$ cat src/rtl/bcd_counter_ud.sv
// N-digit up/down BCD counter with clear, load, optional saturation and zero flag.
// Define BCD_LOAD_CHECK_EN to reject loads containing non-BCD digits (flagged on Err).

module bcd_digit (
    input  logic [3:0] d,
    input  logic       up,
    input  logic       step,
    output logic [3:0] nxt,
    output logic       is9,
    output logic       ge9,
    output logic       is0
);
    assign is9 = (d == 4'd9);
    assign ge9 = (d >= 4'd9);
    assign is0 = (d == 4'd0);

    // Illegal codes above 9 roll to 0 going up and simply decrement going down.
    always_comb begin
        nxt = d;
        if (step) begin
            if (up) nxt = ge9 ? 4'd0 : d + 4'd1;
            else    nxt = is0 ? 4'd9 : d - 4'd1;
        end
    end
endmodule

module bcd_counter_ud #(
    parameter int DIGITS = 3,
    parameter bit SAT    = 1'b0
) (
    input  logic                Clk,
    input  logic                Rst,
    input  logic                Cin,
    input  logic                Up,
    input  logic                Clr,
    input  logic                Load,
    input  logic [4*DIGITS-1:0] D,
    output logic [4*DIGITS-1:0] q,
    output logic                Cout,
    output logic                Zero,
    output logic                Err
);
    logic [DIGITS-1:0][3:0] cnt_q, cnt_nxt, step_val, dd;
    logic [DIGITS-1:0]      is9, ge9, is0, en_up, en_dn, step;
    logic                   all9, all0, term, load_ok;

    assign dd = D;
    assign q  = cnt_q;

    // Each digit's enable is a flat AND over all lower digits so the chain stays shallow.
    for (genvar k = 0; k < DIGITS; k++) begin : g_dig
        if (k == 0) begin : g_lsd
            assign en_up[k] = 1'b1;
            assign en_dn[k] = 1'b1;
        end else begin : g_upper
            assign en_up[k] = &ge9[k-1:0];
            assign en_dn[k] = &is0[k-1:0];
        end
        assign step[k] = Up ? en_up[k] : en_dn[k];

        bcd_digit u_dig (
            .d    (cnt_q[k]),
            .up   (Up),
            .step (step[k]),
            .nxt  (step_val[k]),
            .is9  (is9[k]),
            .ge9  (ge9[k]),
            .is0  (is0[k])
        );
    end

    assign all9 = &is9;
    assign all0 = &is0;
    assign term = Up ? all9 : all0;
    assign Cout = Cin & term;

`ifdef BCD_LOAD_CHECK_EN
    logic [DIGITS-1:0] bad_dig;
    logic              err_nxt;

    for (genvar k = 0; k < DIGITS; k++) begin : g_chk
        assign bad_dig[k] = (dd[k] > 4'd9);
    end
    assign load_ok = ~|bad_dig;
    assign err_nxt = Load & ~Clr & ~load_ok;

    always_ff @(posedge Clk or posedge Rst) begin
        if (Rst) Err <= 1'b0;
        else     Err <= err_nxt;
    end
`else
    assign load_ok = 1'b1;
    assign Err     = 1'b0;
`endif

    always_comb begin
        cnt_nxt = cnt_q;
        if (Clr)                         cnt_nxt = '0;
        else if (Load)                   cnt_nxt = load_ok ? dd : cnt_q;
        else if (Cin && !(SAT && term))  cnt_nxt = step_val;
    end

    // Zero is registered from the next value so it lines up with q.
    always_ff @(posedge Clk or posedge Rst) begin
        if (Rst) begin
            cnt_q <= '0;
            Zero  <= 1'b1;
        end else begin
            cnt_q <= cnt_nxt;
            Zero  <= (cnt_nxt == '0);
        end
    end
endmodule

$ cat config.mk
export PLATFORM = sky130hd
export DESIGN_NAME = bcd_counter_ud
export DESIGN_NICKNAME = d
export VERILOG_FILES = /design/src/rtl/bcd_counter_ud.sv
export SDC_FILE = /design/constraint.sdc
export NUM_CORES = 1
export LEC_CHECK = 0
export CAP_MARGIN = 30
export CORE_ASPECT_RATIO = 1.4
export CORE_MARGIN = 8
export CORE_UTILIZATION = 30
export CTS_CLUSTER_DIAMETER = 80
export CTS_CLUSTER_SIZE = 8
export DETAILED_ROUTE_END_ITERATION = 8
export GPL_TIMING_DRIVEN = 0
export SLEW_MARGIN = 15
export SYNTH_ARGS = -nofsm -noshare
export SYNTH_HDL_FRONTEND = slang
export SYNTH_HIERARCHICAL = 1
export SYNTH_SLANG_ARGS = --single-unit
$ cat constraint.sdc
create_clock -name Clk -period 5.78 [get_ports Clk]
set_clock_uncertainty 0.1 [all_clocks]
set_input_delay 1.156 -clock Clk [delete_from_list [all_inputs] [get_ports Clk]]
set_output_delay 1.156 -clock Clk [all_outputs]
set_load 0.02 [all_outputs]
## Word level (Yosys, flattened, before mapping)

Index checks and enable logic that the tools add are counted.

| word-level totals | value |
|---|---|
| bits in registers | 13 |
| input port bits | 18 |
| output and inout bits | 15 |
| word-level logic and storage cells | 42 |

| cells by class | value |
|---|---|
| add/sub/neg operators | 6 |
| order comparisons | 3 |
| eq/ne operators | 3 |
| muxes and demuxes | 17 |
| bitwise logic cells | 1 |
| reduce and logical (&&, ||, !) cells | 8 |

Operator list:

| cell | number |
|---|---|
| 2-to-1 mux 4 bit | 11 |
| 2-to-1 mux 12 bit | 3 |
| adder 4 x 1 -> 4 bit (second input constant) | 3 |
| == test 4 bit (second input constant) | 3 |
| >= comparator 4 bit (second input constant) | 3 |
| zero test 12 bit | 1 |
| zero test 4 bit | 3 |
| subtractor 4 x 1 -> 4 bit (second input constant) | 3 |
| AND reduction 3 bit | 2 |
| AND reduction 2 bit | 2 |
| 2-to-1 mux 1 bit | 3 |
| AND 1 bit | 1 |

## Depth between registers and ports, before layout

| logic depth | value |
|---|---|
| depth after elaboration | 8 |
| depth in mapped cells | 14 |
| depth with buffers taken out | 13 |

## Hierarchy

The synthesis kept the hierarchy.

By module, submodules not included:

| module | times used | cells an instance | area each (um^2) | sequential area each (um^2) |
|---|---|---|---|---|
| bcd_digit | 3 | 37 | 289.0 | 0.0 |
| bcd_counter_ud | 1 | 71 | 798.3 | 326.6 |

## Worst setup path before layout

Ideal clock, no wire load.

| timing | value |
|---|---|
| path kind | reg2reg |
| start point | register cnt_q (netlist bit q[1]) |
| end point | register Zero |
| setup time | 0.062 ns |
| arrival | 2.836 ns |
| required time | 5.618 ns |
| slack | 2.782 ns |
| cell stages (with the launch flop) | 14 |
| path buffers | 1 |
| clock period less this slack | 2.998 ns |
| path through | dfrtp_1 > inv_1 > ha_1 > or3b_1 > and2_1 > mux2_2 > buf_2 > nand2_1 > mux2i_1 > a221o_1 > mux2i_1 > a211oi_1 > nor4_2 > and3_1 |

RTL lines:

| item | line | text |
|---|---|---|
| from (decl) | 43 | `logic [DIGITS-1:0][3:0] cnt_q, cnt_nxt, step_val, dd;` |
| from (signal assigned) | 109 | `cnt_q <= cnt_nxt;` |
| to (signal assigned) | 110 | `Zero <= (cnt_nxt == '0);` |
| to (decl) | 40 | `output logic Zero,` |

## Worst setup path in the final report

| timing | value |
|---|---|
| start point | input Up |
| end point | output Cout |

| on the way | value |
|---|---|
| word-level cells in the longest chain between the ends | 2 |

RTL lines:

| item | line | text |
|---|---|---|
| from (decl) | 34 | `input logic Up,` |
| 2-to-1 mux 1 bit | 74 | `assign term = Up ? all9 : all0;` |
| AND 1 bit | 75 | `assign Cout = Cin & term;` |
| to (decl) | 39 | `output logic Cout,` |

No other way between the ends.

==> results.json <==
{
  "n_fill_cell": 580,
  "antenna_found_initial": 0,
  "global_route.overflow_total": 0,
  "route.detailed.wl_per_inst_um": 13.40,
  "track_usage": 0.09425,
  "final_common_cell": "clkdlybuf4s50_1",
  "path_common_cell": "clkdlybuf4s50_1",
  "arrival_ns": 3.10,
  "final_max_slew_viol_count": 0,
  "endpoint_kind": "primary output",
  "busiest_layer": "met2",
  "worstMarginPinSlew_ns": 0.7038,
  "antenna-diode-count": 0,
  "via_count": 1415,
  "worst-r2r-setup-slack_ns": 2.45,
  "netlist_area_um2": 1659,
  "maximum_number_of_pins_on_one_net_before_global_route_repair": 24,
  "worstPathRequired_ns": 4.52,
  "dieHeight_um": 104.0,
  "globalRouteMet1Util": 0.1149,
  "clkSlewWorstSetupHoldPaths_ns": 0.05,
  "worst-path-max-fanout": 23,
  "timing.critical_path.cells": "clkdlybuf4s50_1 > nand4_1 > o21ai_0 > and2_2 > clkdlybuf4s50_1",
  "place.gp.congestion": 0.8109,
  "final_hold_fails": 0,
  "drive_gt1_frac": 0.1442,
  "post_layout_nets": 246,
  "wire_length_of_the_first_global_routing_pass_mm": 6.727,
  "r2r-start": "q[0]",
  "timing.max_cap.violations": 0,
  "power.ir.vdd_worst_mv": 0.1265,
  "status": "finished, final reports clean",
  "buffer_ports.inserted": 30,
  "dp.final_hpwl_mm": 3.133,
  "timing.setup.tns_ns": 0,
  "ctsRootBufferMaster": "clkbuf_8",
  "min_delay_worst_endpoint": "q[3]",
  "hold-path-cell-count": 2,
  "worst-setup-path-type": "input port to primary output",
  "ys.warnings.count": 6,
  "cts-root-to-sink-buffers": 2,
  "clock_tree.htree_level_count": 1,
  "synthesis.instances": 181,
  "first_global_vias": 1434,
  "layout_common_cells": "clkdlybuf4s50_1, mux2i_1, inv_1",
  "finalWirelength_mm": 3.793,
  "met3_usage": 0.01125,
  "drt_first_iter_violations": 42,
  "relSlewSlack": 0.5293,
  "area_growth_syn_to_layout_pct": 26.02,
  "clock_sinks": 13,
  "core_um2": 5445,
  "cts_inserted_buffers": 3,
  "final_count_of_negative_setup_slack_endpoints": 0,
  "avgViaCountPerCell": 5.000,
  "groute.layer.met2.usage": 0.1687,
  "cts.hold.buffers_added": 0,
  "place_worst_setup_slack_ns": 1.391,
  "utilization": 0.3840,
  "finalCriticalPeriod_ns": 4.358,
  "timing.rr.end": "Zero",
  "initial_core_util": 0.3047,
  "min_from": "q[3]",
  "clock_latency_ns": 0.24,
  "crit_path_start_kind": "input port",
  "finalCritPeriodShare": 0.7540,
  "num_io_pins": 33,
  "rsz0062_at_grt": "no",
  "synthesis.nets": 211,
  "leakage_power_nw": 0.8505,
  "postCtsResizedCells": 0,
  "setup_bufs_post_cts": 0,
  "min_path_type": "flip-flop to flip-flop",
  "max_freq_mhz": 229.5,
  "drt_pre_antenna_iters": 4,
  "row_count": 32,
  "final_antenna_net_count": 0,
  "timing.critical_path.slowest_stage_cell": "clkdlybuf4s50_1",
  "dp_cells": 279,
  "timing.critical_path.slowest_cell_delay_ns": 0.92,
  "power_per_cell_area_nw_per_um2": 164.2,
  "reg2reg_depth": 12,
  "post_synth.cell_area_avg_um2": 9.166,
  "design.die.area_um2": 8200,
  "instances_no_fill": 283,
  "drc": 0,
  "fp.dieW_um": 78.85,
  "worst_slack_ns": 1.422,
  "cts_tree": "yes"
}
-- cell type report --
class	count	area (um2)	share of cell area
buffer	15	138.9	0.06643
multi-input combinational	139	1141	0.5458
clock inverter	1	5.005	0.002394
clock buffer	3	41.29	0.01975
inverter	14	52.55	0.02513
sequential	13	326.6	0.1562
tap	68	85.08	0.04069
timing repair buffer	30	300.3	0.1436
-- state kept, by name, indices dropped and copies added (netlist names) --
signal / count
Zero: 1
q: 12
-- worst max-delay path, delay by kind of cell --
family | cells | cell delay, ns
and+or+nand+nor | 2 | 0.32
buffers and inverters | 2 | 1.51
AOI/OAI and AO/OA | 1 | 0.10
-- metrics by stage --
step / power [mW] / cell area (um2) / hold slack, ns
after CTS: 0.3470 / 2091 / 0.5963
final: 0.3433 / 2091 / 0.5890
after global routing: 0.3709 / 2091 / 0.6246
after detailed placement: 0.2657 / 2044 / 0.5799
after floorplan: 0.2160 / 1659 / 0.6316
after global placement: 0.2666 / 2044 / 0.5944
-- report_power, final --
part           total (mW)  switching, mW  internal, mW
registers           0.109         0.0106        0.0982
clock network      0.0795         0.0320        0.0476
logic               0.155         0.0779        0.0770
total               0.343          0.121         0.223
-- worst max path at each step --
stage,start,endpoint,slack (ns)
final,Up,Cout,1.42
after global routing,Up,Cout,1.25
after CTS,Up,Cout,1.39
after detailed placement,Up,Cout,1.39
after global placement,Up,Cout,1.38
after floorplan,q[1],Zero,2.78
-- routing by layer --
layer	share of wire	vias up
li1	-	748
met1	0.46	641
met2	0.52	24
met3	0.021	2
met4	0.0040	0
met5	0	-
(Power assumes the default switching activity.)
